$ cat src/rtl/keypad_if.sv
// Keypad scanner bus: row sense from the matrix, column drive and encoded key outputs.
interface keypad_if;
    logic [3:0] row_in;
    logic [3:0] col_out;
    logic [3:0] key_code;
    logic       key_valid;
    logic       key_held;

    modport master (
        input  row_in,
        output col_out,
        output key_code,
        output key_valid,
        output key_held
    );

    modport slave (
        output row_in,
        input  col_out,
        input  key_code,
        input  key_valid,
        input  key_held
    );
endinterface

$ cat src/rtl/keypad_scanner.sv
// 4x4 active-low matrix keypad scanner with per-press debounce and {row,col} key encoding.
// Emits one key_valid strobe per debounced press; key_held tracks the press until release.
module keypad_scanner #(
    parameter int unsigned SCAN_DIV     = 50000,
    parameter int unsigned DEBOUNCE_CNT = 4
) (
    input  logic     clk,
    input  logic     rst,
    keypad_if.master bus
);

    localparam int unsigned DIV_W = $clog2(SCAN_DIV);
    localparam int unsigned DEB_W = $clog2(DEBOUNCE_CNT + 1);

    typedef enum logic [1:0] {
        SCAN      = 2'd0,
        PRESS_DEB = 2'd1,
        HELD      = 2'd2
    } state_e;

    state_e             state_q,     state_d;
    logic [DIV_W-1:0]   div_cnt_q,   div_cnt_d;
    logic [DEB_W-1:0]   deb_cnt_q,   deb_cnt_d;
    logic [3:0]         sync1_q,     sync1_d;
    logic [3:0]         sync2_q,     sync2_d;
    logic [3:0]         pat_q,       pat_d;
    logic [3:0]         col_q,       col_d;
    logic [3:0]         key_code_q,  key_code_d;
    logic               key_valid_q, key_valid_d;
    logic               key_held_q,  key_held_d;

    logic [3:0]         rs;
    logic               tick;
    logic               rs_valid;
    logic [1:0]         row_idx;
    logic [1:0]         col_idx;
    logic [DEB_W-1:0]   deb_next;
    logic               deb_done;
    logic               do_accept;
    logic               do_rotate;

    assign rs       = sync2_q;
    assign tick     = (div_cnt_q == DIV_W'(SCAN_DIV - 1));
    assign deb_next = deb_cnt_q + DEB_W'(1);
    assign deb_done = (deb_next == DEB_W'(DEBOUNCE_CNT));

    // Single-zero row patterns are keys; all-ones is idle, multiple zeros are ghosts.
    always_comb begin
        rs_valid = 1'b1;
        row_idx  = 2'd0;
        case (rs)
            4'b1110: row_idx = 2'd0;
            4'b1101: row_idx = 2'd1;
            4'b1011: row_idx = 2'd2;
            4'b0111: row_idx = 2'd3;
            default: rs_valid = 1'b0;
        endcase
    end

    always_comb begin
        case (col_q)
            4'b1101: col_idx = 2'd1;
            4'b1011: col_idx = 2'd2;
            4'b0111: col_idx = 2'd3;
            default: col_idx = 2'd0;
        endcase
    end

    always_comb begin
        state_d     = state_q;
        deb_cnt_d   = deb_cnt_q;
        pat_d       = pat_q;
        col_d       = col_q;
        key_code_d  = key_code_q;
        key_valid_d = 1'b0;
        key_held_d  = key_held_q;
        sync1_d     = bus.row_in;
        sync2_d     = sync1_q;
        div_cnt_d   = tick ? '0 : div_cnt_q + DIV_W'(1);
        do_accept   = 1'b0;
        do_rotate   = 1'b0;

        if (tick) begin
            case (state_q)
                SCAN: begin
                    if (rs_valid) begin
                        pat_d = rs;
                        if (DEBOUNCE_CNT == 1) begin
                            do_accept = 1'b1;
                        end else begin
                            deb_cnt_d = DEB_W'(1);
                            state_d   = PRESS_DEB;
                        end
                    end else begin
                        do_rotate = 1'b1;
                    end
                end
                PRESS_DEB: begin
                    // A mismatch drops back to SCAN on the same column so it is re-sampled.
                    if (rs == pat_q) begin
                        if (deb_done) do_accept = 1'b1;
                        else          deb_cnt_d = deb_next;
                    end else begin
                        deb_cnt_d = '0;
                        state_d   = SCAN;
                    end
                end
                HELD: begin
                    if (rs == 4'b1111) begin
                        if (deb_done) begin
                            deb_cnt_d  = '0;
                            key_held_d = 1'b0;
                            do_rotate  = 1'b1;
                            state_d    = SCAN;
                        end else begin
                            deb_cnt_d = deb_next;
                        end
                    end else begin
                        deb_cnt_d = '0;
                    end
                end
                default: state_d = SCAN;
            endcase
        end

        if (do_accept) begin
            key_code_d  = {row_idx, col_idx};
            key_valid_d = 1'b1;
            key_held_d  = 1'b1;
            deb_cnt_d   = '0;
            state_d     = HELD;
        end

        if (do_rotate) begin
            col_d = {col_q[2:0], col_q[3]};
        end
    end

    always_ff @(posedge clk or posedge rst) begin
        if (rst) begin
            state_q     <= SCAN;
            div_cnt_q   <= '0;
            deb_cnt_q   <= '0;
            sync1_q     <= 4'b1111;
            sync2_q     <= 4'b1111;
            pat_q       <= 4'b1111;
            col_q       <= 4'b1110;
            key_code_q  <= 4'b0000;
            key_valid_q <= 1'b0;
            key_held_q  <= 1'b0;
        end else begin
            state_q     <= state_d;
            div_cnt_q   <= div_cnt_d;
            deb_cnt_q   <= deb_cnt_d;
            sync1_q     <= sync1_d;
            sync2_q     <= sync2_d;
            pat_q       <= pat_d;
            col_q       <= col_d;
            key_code_q  <= key_code_d;
            key_valid_q <= key_valid_d;
            key_held_q  <= key_held_d;
        end
    end

    assign bus.col_out   = col_q;
    assign bus.key_code  = key_code_q;
    assign bus.key_valid = key_valid_q;
    assign bus.key_held  = key_held_q;

endmodule

$ cat src/flat_wrapper.sv
// flat-port wrapper written by rule: the top's interface ports become plain ports
module keypad_scanner_flat 
#(
    parameter int unsigned SCAN_DIV     = 50000,
    parameter int unsigned DEBOUNCE_CNT = 4
)
  (clk, rst, bus_row_in, bus_col_out, bus_key_code, bus_key_valid, bus_key_held);
  keypad_if bus_i ();
  input  logic clk;
  input  logic rst;
  input wire logic [$bits(bus_i.row_in)-1:0] bus_row_in;
  output wire logic [$bits(bus_i.col_out)-1:0] bus_col_out;
  output wire logic [$bits(bus_i.key_code)-1:0] bus_key_code;
  output wire logic [$bits(bus_i.key_valid)-1:0] bus_key_valid;
  output wire logic [$bits(bus_i.key_held)-1:0] bus_key_held;
  assign bus_i.row_in = bus_row_in;
  assign bus_col_out = bus_i.col_out;
  assign bus_key_code = bus_i.key_code;
  assign bus_key_valid = bus_i.key_valid;
  assign bus_key_held = bus_i.key_held;
  keypad_scanner #(.SCAN_DIV(SCAN_DIV), .DEBOUNCE_CNT(DEBOUNCE_CNT)) u_core (.clk(clk), .rst(rst), .bus(bus_i));
endmodule
$ cat config.mk
export PLATFORM = sky130hd
export DESIGN_NAME = keypad_scanner_flat
export DESIGN_NICKNAME = d
export VERILOG_FILES = /design/src/rtl/keypad_if.sv /design/src/rtl/keypad_scanner.sv /design/src/flat_wrapper.sv
export SDC_FILE = /design/constraint.sdc
export NUM_CORES = 1
export LEC_CHECK = 0
export CORE_MARGIN = 2
export CORE_UTILIZATION = 54
export CTS_BUF_LIST = sky130_fd_sc_hd__clkbuf_8
export DETAILED_ROUTE_END_ITERATION = 6
export PLACE_DENSITY_LB_ADDON = 0.05
export SYNTH_ARGS = -nofsm -noshare
export SYNTH_HDL_FRONTEND = slang
export SYNTH_SLANG_ARGS = --single-unit
$ cat constraint.sdc
create_clock -name clk -period 2.5 [get_ports clk]
set_clock_uncertainty 0.1 [all_clocks]
set_input_delay 0.625 -clock clk [delete_from_list [all_inputs] [get_ports clk]]
set_output_delay 0.625 -clock clk [all_outputs]
set_load 0.02 [all_outputs]
# Word level (Yosys, flattened, before mapping)
# Cells that the tools add are included.
[classes]
addsub = 2
n_eq_ne = 18
mux = 33
reduce_logical = 11
[op_table]
columns = ["cell", "n"]
rows = [
  ["4-bit == test (second input constant)", 6],
  ["3-bit two-way mux", 7],
  ["2-bit one-hot mux with 3 select lines", 3],
  ["16-bit by 1-bit adder with 16-bit output (second input constant)", 1],
  ["16-bit == test (second input constant)", 1],
  ["16-bit two-way mux", 1],
  ["1-bit two-way mux", 14],
  ["2-bit two-way mux", 6],
  ["3-bit by 1-bit inequality test with 1-bit output (second input constant)", 3],
  ["3-bit one-hot mux with 3 select lines", 1],
  ["4-bit by 3-bit == test with 1-bit output (second input constant)", 2],
  ["4-bit AND reduction", 2],
  ["2-bit nonzero test", 4],
  ["5-bit AND reduction", 1],
  ["4-bit == test", 1],
  ["4-bit inequality test (second input constant)", 1],
  ["4-bit nonzero test", 1],
  ["4-bit OR reduction", 1],
  ["3-bit by 1-bit adder with 3-bit output (second input constant)", 1],
  ["3-bit == test (second input constant)", 1],
  ["3-bit by 2-bit inequality test with 1-bit output (second input constant)", 1],
  ["3-bit AND reduction", 1],
  ["2-bit by 1-bit == test with 1-bit output (second input constant)", 1],
  ["2-bit == test (second input constant)", 1],
  ["2 further kinds", 2],
]
[word_totals]
register_bits = 43
out_inout_bits = 10

# Depth between registers and ports, before layout
[logic_depth]
depth_word = 8
depth_mapped = 8

# Worst setup path after synthesis
# Ideal clock, no wire load.
[synth_timing]
path_type = "reg2reg"
from = "register u_core.div_cnt_q[5]"
to = "register u_core.deb_cnt_q[0]"
setup_time_ps = 64
arrival_time_ps = 2209
required_ps = 2336
setup_slack_ps = 127
stages_incl_launch_ff = 7
path_buffers = 1
period_less_slack_ps = 2373
path_cell_list = "dfrtp_1 or4_4 nor4_4 or3b_1 buf_2 a2111oi_4 a211o_1"
[synth_via]
elab_chain_cells = 4
elab_cells_between_ends = 8
cone_classes = "eq/ne (3); mux (2); reduce/logical (3)"
[synth_rtl]
columns = ["item", "line", "rtl"]
rows = [
  ["start: declaration", "keypad_scanner.sv:22", "logic [DIV_W-1:0] div_cnt_q, div_cnt_d;"],
  ["start signal: assignment", "keypad_scanner.sv:153", "div_cnt_q <= div_cnt_d;"],
  ["16-bit == test (*)", "keypad_scanner.sv:43", "assign tick = (div_cnt_q == DIV_W'(SCAN_DIV - 1));"],
  ["1-bit two-way mux", "keypad_scanner.sv:83", "if (tick) begin"],
  ["4-bit inequality test (no line), or another cell as far along", "--", ""],
  ["4-bit AND reduction (no line)", "--", ""],
  ["end signal: assignment", "keypad_scanner.sv:154", "deb_cnt_q <= deb_cnt_d;"],
  ["end: declaration", "keypad_scanner.sv:23", "logic [DEB_W-1:0] deb_cnt_q, deb_cnt_d;"],
]
# Every way passes the cells marked *; elsewhere a longest branch is shown, timed or not.
# A chain may end at the register's enable or synchronous reset.

# Final worst setup path
# Ends and elaborated chain as after synthesis.

==> metrics <==
Worst R2R Setup Slack=0.11 ns; Arr. time, crit path=2.53 ns; routability cong.=0.860; Yosys reg bits=43; outcome=completed; Crit Path Class=reg -> reg; Vias=1364; DR pass1 iterations=4; pwr dens=495 nW/µm²; Crit path buffers/inverters=0; Remaining Overflow, GRT=0; RSZ-0062 raised after global routing=no; Worst-Skew Late Latency=0.29 ns; Port Buf Inserts=15; post-DP HPWL=2510 µm; area share of the largest cell type after synthesis=34.3%; die area=4300 µm²; initial antenna violation count=0; post-route cell area=2360 µm²; Die Y=65.6 µm; Reg clk slew, reported paths=0.08 ns; worst setup margin=0.105 ns; number of enable flip-flop cells after synthesis=0; Avg Cell Area, Syn=11.1 µm²; Vias/cell=5.37; Max Transition Viols Final=0; CP peak stage delay=0.59 ns; Seq/Total Area, Yosys=53.5%; first-pass GRT wire length=6030 µm; Critical Path, Cell by Cell=or4_4 -> nor4_4 -> or3b_4 -> a2111oi_4 -> a211o_1; Stages on worst setup path=5; Max-cap violations=0; WHS=0.257 ns; biggest area consumer among synthesized cells=dfrtp_1; reg-to-reg endpoint=u_core.deb_cnt_q[0]$_DFFE_PP0P_; Worst Hold Class=reg -> reg; Post-Syn Area=2050 µm²; number of synthesis warnings=0; Placed Area=2260 µm²; Crit-path slowest cell=or4_4; detailed-route wire length=3470 µm; clock sink count=43; Rows=22; # diodes=0; TritonCTS clock tree=yes; TritonCTS Buffers=5; routed len/inst=13.7 µm; Final Hold Viols=0; Slew @ Worst Pin=0.520 ns; Die Width=65.6 µm; vias in the first global route=1350; layout cells sized above 1=19.4%; largest net degree at the start of global routing=44; I/O pins=16; Core Box Area=3660 µm²; Worst setup EP type=register; Setup TNS Final=0 ns; drt drc=0; H-tree Lvls=2; post-synthesis cell type count=35; CP Capture Point=u_core.deb_cnt_q[0]$_DFFE_PP0P_; Nets=218; cells after synthesis=185; non-filler cells, final=254; Max Freq=418 MHz; async set-reset flop share out of synthesis=100%; dpl cells=246; crit-path max FO=7; worst r2r src=u_core.div_cnt_q[5]$_DFF_PP0_; Final setup viols=0; clk buf depth=2; Worst Path Required=2.63 ns; syn nets=198; Peak supply drop=0.507 mV; Pleak=1.05 nW; worst setup path start=u_core.div_cnt_q[5]$_DFF_PP0_; min Tclk post-route=2.39 ns; CTS Root Cell=clkbuf_8; Startpoint Class=register; top post-synthesis cells by area=dfrtp_1 34%, dfstp_2 19%, xor2_1 6.9%, mux2_2 4.4%, ha_1 4.3%; Crit path max-delay family=simple AND/OR/NAND/NOR gates; Tot GR Track Use=18.5%; Iter 0 DRT Violations=62; Most used DFF post-synth=dfrtp_1; Initial Utilization=55.9%; setup slack at placement=0.0603 ns; Tcrit/Tclk final=95.8%; Reg2Reg Depth=5; synth-to-layout area growth=15.2%; Slew HR=65.3%; antenna viol nets, final=0
power by group:
group	switching (mW)	leakage (nW)	internal (mW)	total, mW
logic	0.0202	0.464	0.0161	0.0363
clock network	0.225	0.0505	0.188	0.413
registers	0.00867	0.533	0.708	0.716
cell usage after synthesis (5+ instances only):
cell       n
dfrtp_1   28
nand2_1   16
xor2_1    16
dfstp_2   15
nand3_1   14
nor2_1    13
o21ai_0   12
mux2_2     8
ha_1       7
inv_1      7
xnor2_1    7
clkbuf_1   5
nand4_1    5
final cells by class:
cell class                      instances  area, µm²
Clock buffer                            5       68.8
Clock inverter                          3       12.5
Fill cell                             290       1300
Inverter                                7       26.3
Multi-Input combinational cell        128        907
Sequential cell                        43       1090
Tap cell                               48       60.1
Timing Repair Buffer                   20        188
logic make-up (layout without fill, tap and decap cells):
kind of cell	count (synthesis)	in the layout	share of synthesized area [%]
buffers and inverters	14	35	2.69
flip-flops	43	43	53.5
AND/OR/NAND/NOR	66	66	17.4
XOR/XNOR	23	23	9.85
AO/OA/AOI/OAI	24	24	7.89
multiplexers	8	8	4.40
adder cells (fa/ha/maj)	7	7	4.28
state kept, by name, summed over array words and instances, names as in the netlist:
name                  count
u_core.deb_cnt_q          3
u_core.bus.key_code       4
u_core.bus.col_out        4
u_core.rs                 4
u_core.bus.key_held       1
u_core.bus.key_valid      1
u_core.sync1_q            4
u_core.state_q            2
u_core.div_cnt_q         16
u_core.pat_q              4
per-stage QoR:
stage	util, %	power [mW]
6_report	64.4	1.17
5_1_grt	64.4	1.22
4_1_cts	64.1	1.18
3_5_place_dp	61.9	0.767
3_3_place_gp	61.9	0.766
2_1_floorplan	-	0.750
timing repair:
item | CTS | global route
setup buffers | 0 | 0
hold endpoints to repair | 0 | 0
endpoints found under the setup margin | 0 | 2
resized for setup | 0 | 2
hold buffers | 0 | 0
worst min-delay path by stage:
stage,from,end,slack [ns],cells past startpoint
final,u_core.sync1_q[3]$_DFF_PP1_,u_core.rs[3]$_DFF_PP1_,0.26,0
after floorplan,u_core.sync1_q[0]$_DFF_PP1_,u_core.rs[0]$_DFF_PP1_,0.25,0
after detailed placement,u_core.sync1_q[1]$_DFF_PP1_,u_core.rs[1]$_DFF_PP1_,0.25,0
after CTS,u_core.sync1_q[2]$_DFF_PP1_,u_core.rs[2]$_DFF_PP1_,0.26,0
after global placement,u_core.sync1_q[1]$_DFF_PP1_,u_core.rs[1]$_DFF_PP1_,0.25,0
after global routing,u_core.sync1_q[0]$_DFF_PP1_,u_core.rs[0]$_DFF_PP1_,0.26,0
placed cells by master, fill, tap and decap left out, types with 2 or more instances in the layout:
cell type and instances:
xor2_1 16, inv_1 9, xnor2_1 7, ha_1 7
o211ai_1 2, nand4b_1 3, mux2_2 8, clkdlybuf4s50_1 15
o21ai_1 2, clkbuf_8 5, a21oi_1 2, buf_4 5
nor2_1 13, o21ai_0 12, and3_1 3, nand3_1 14
dfstp_2 15, nand4_1 5, nor4_4 2, dfrtp_1 28
nor3_1 3, nand2_1 16
layer usage:
metal | track usage (%) | wire length, µm | vias to the layer above | share of wire, %
li1 | - | - | 673 | -
met1 | 24.4 | 1650 | 661 | 47
met2 | 29.2 | 1660 | 24 | 48
met3 | 4.62 | 100 | 6 | 2.9
met4 | 7.81 | 68 | 0 | 2.0
met5 | 0 | 0 | - | 0
Note: power is estimated with default switching activity, not from simulation.
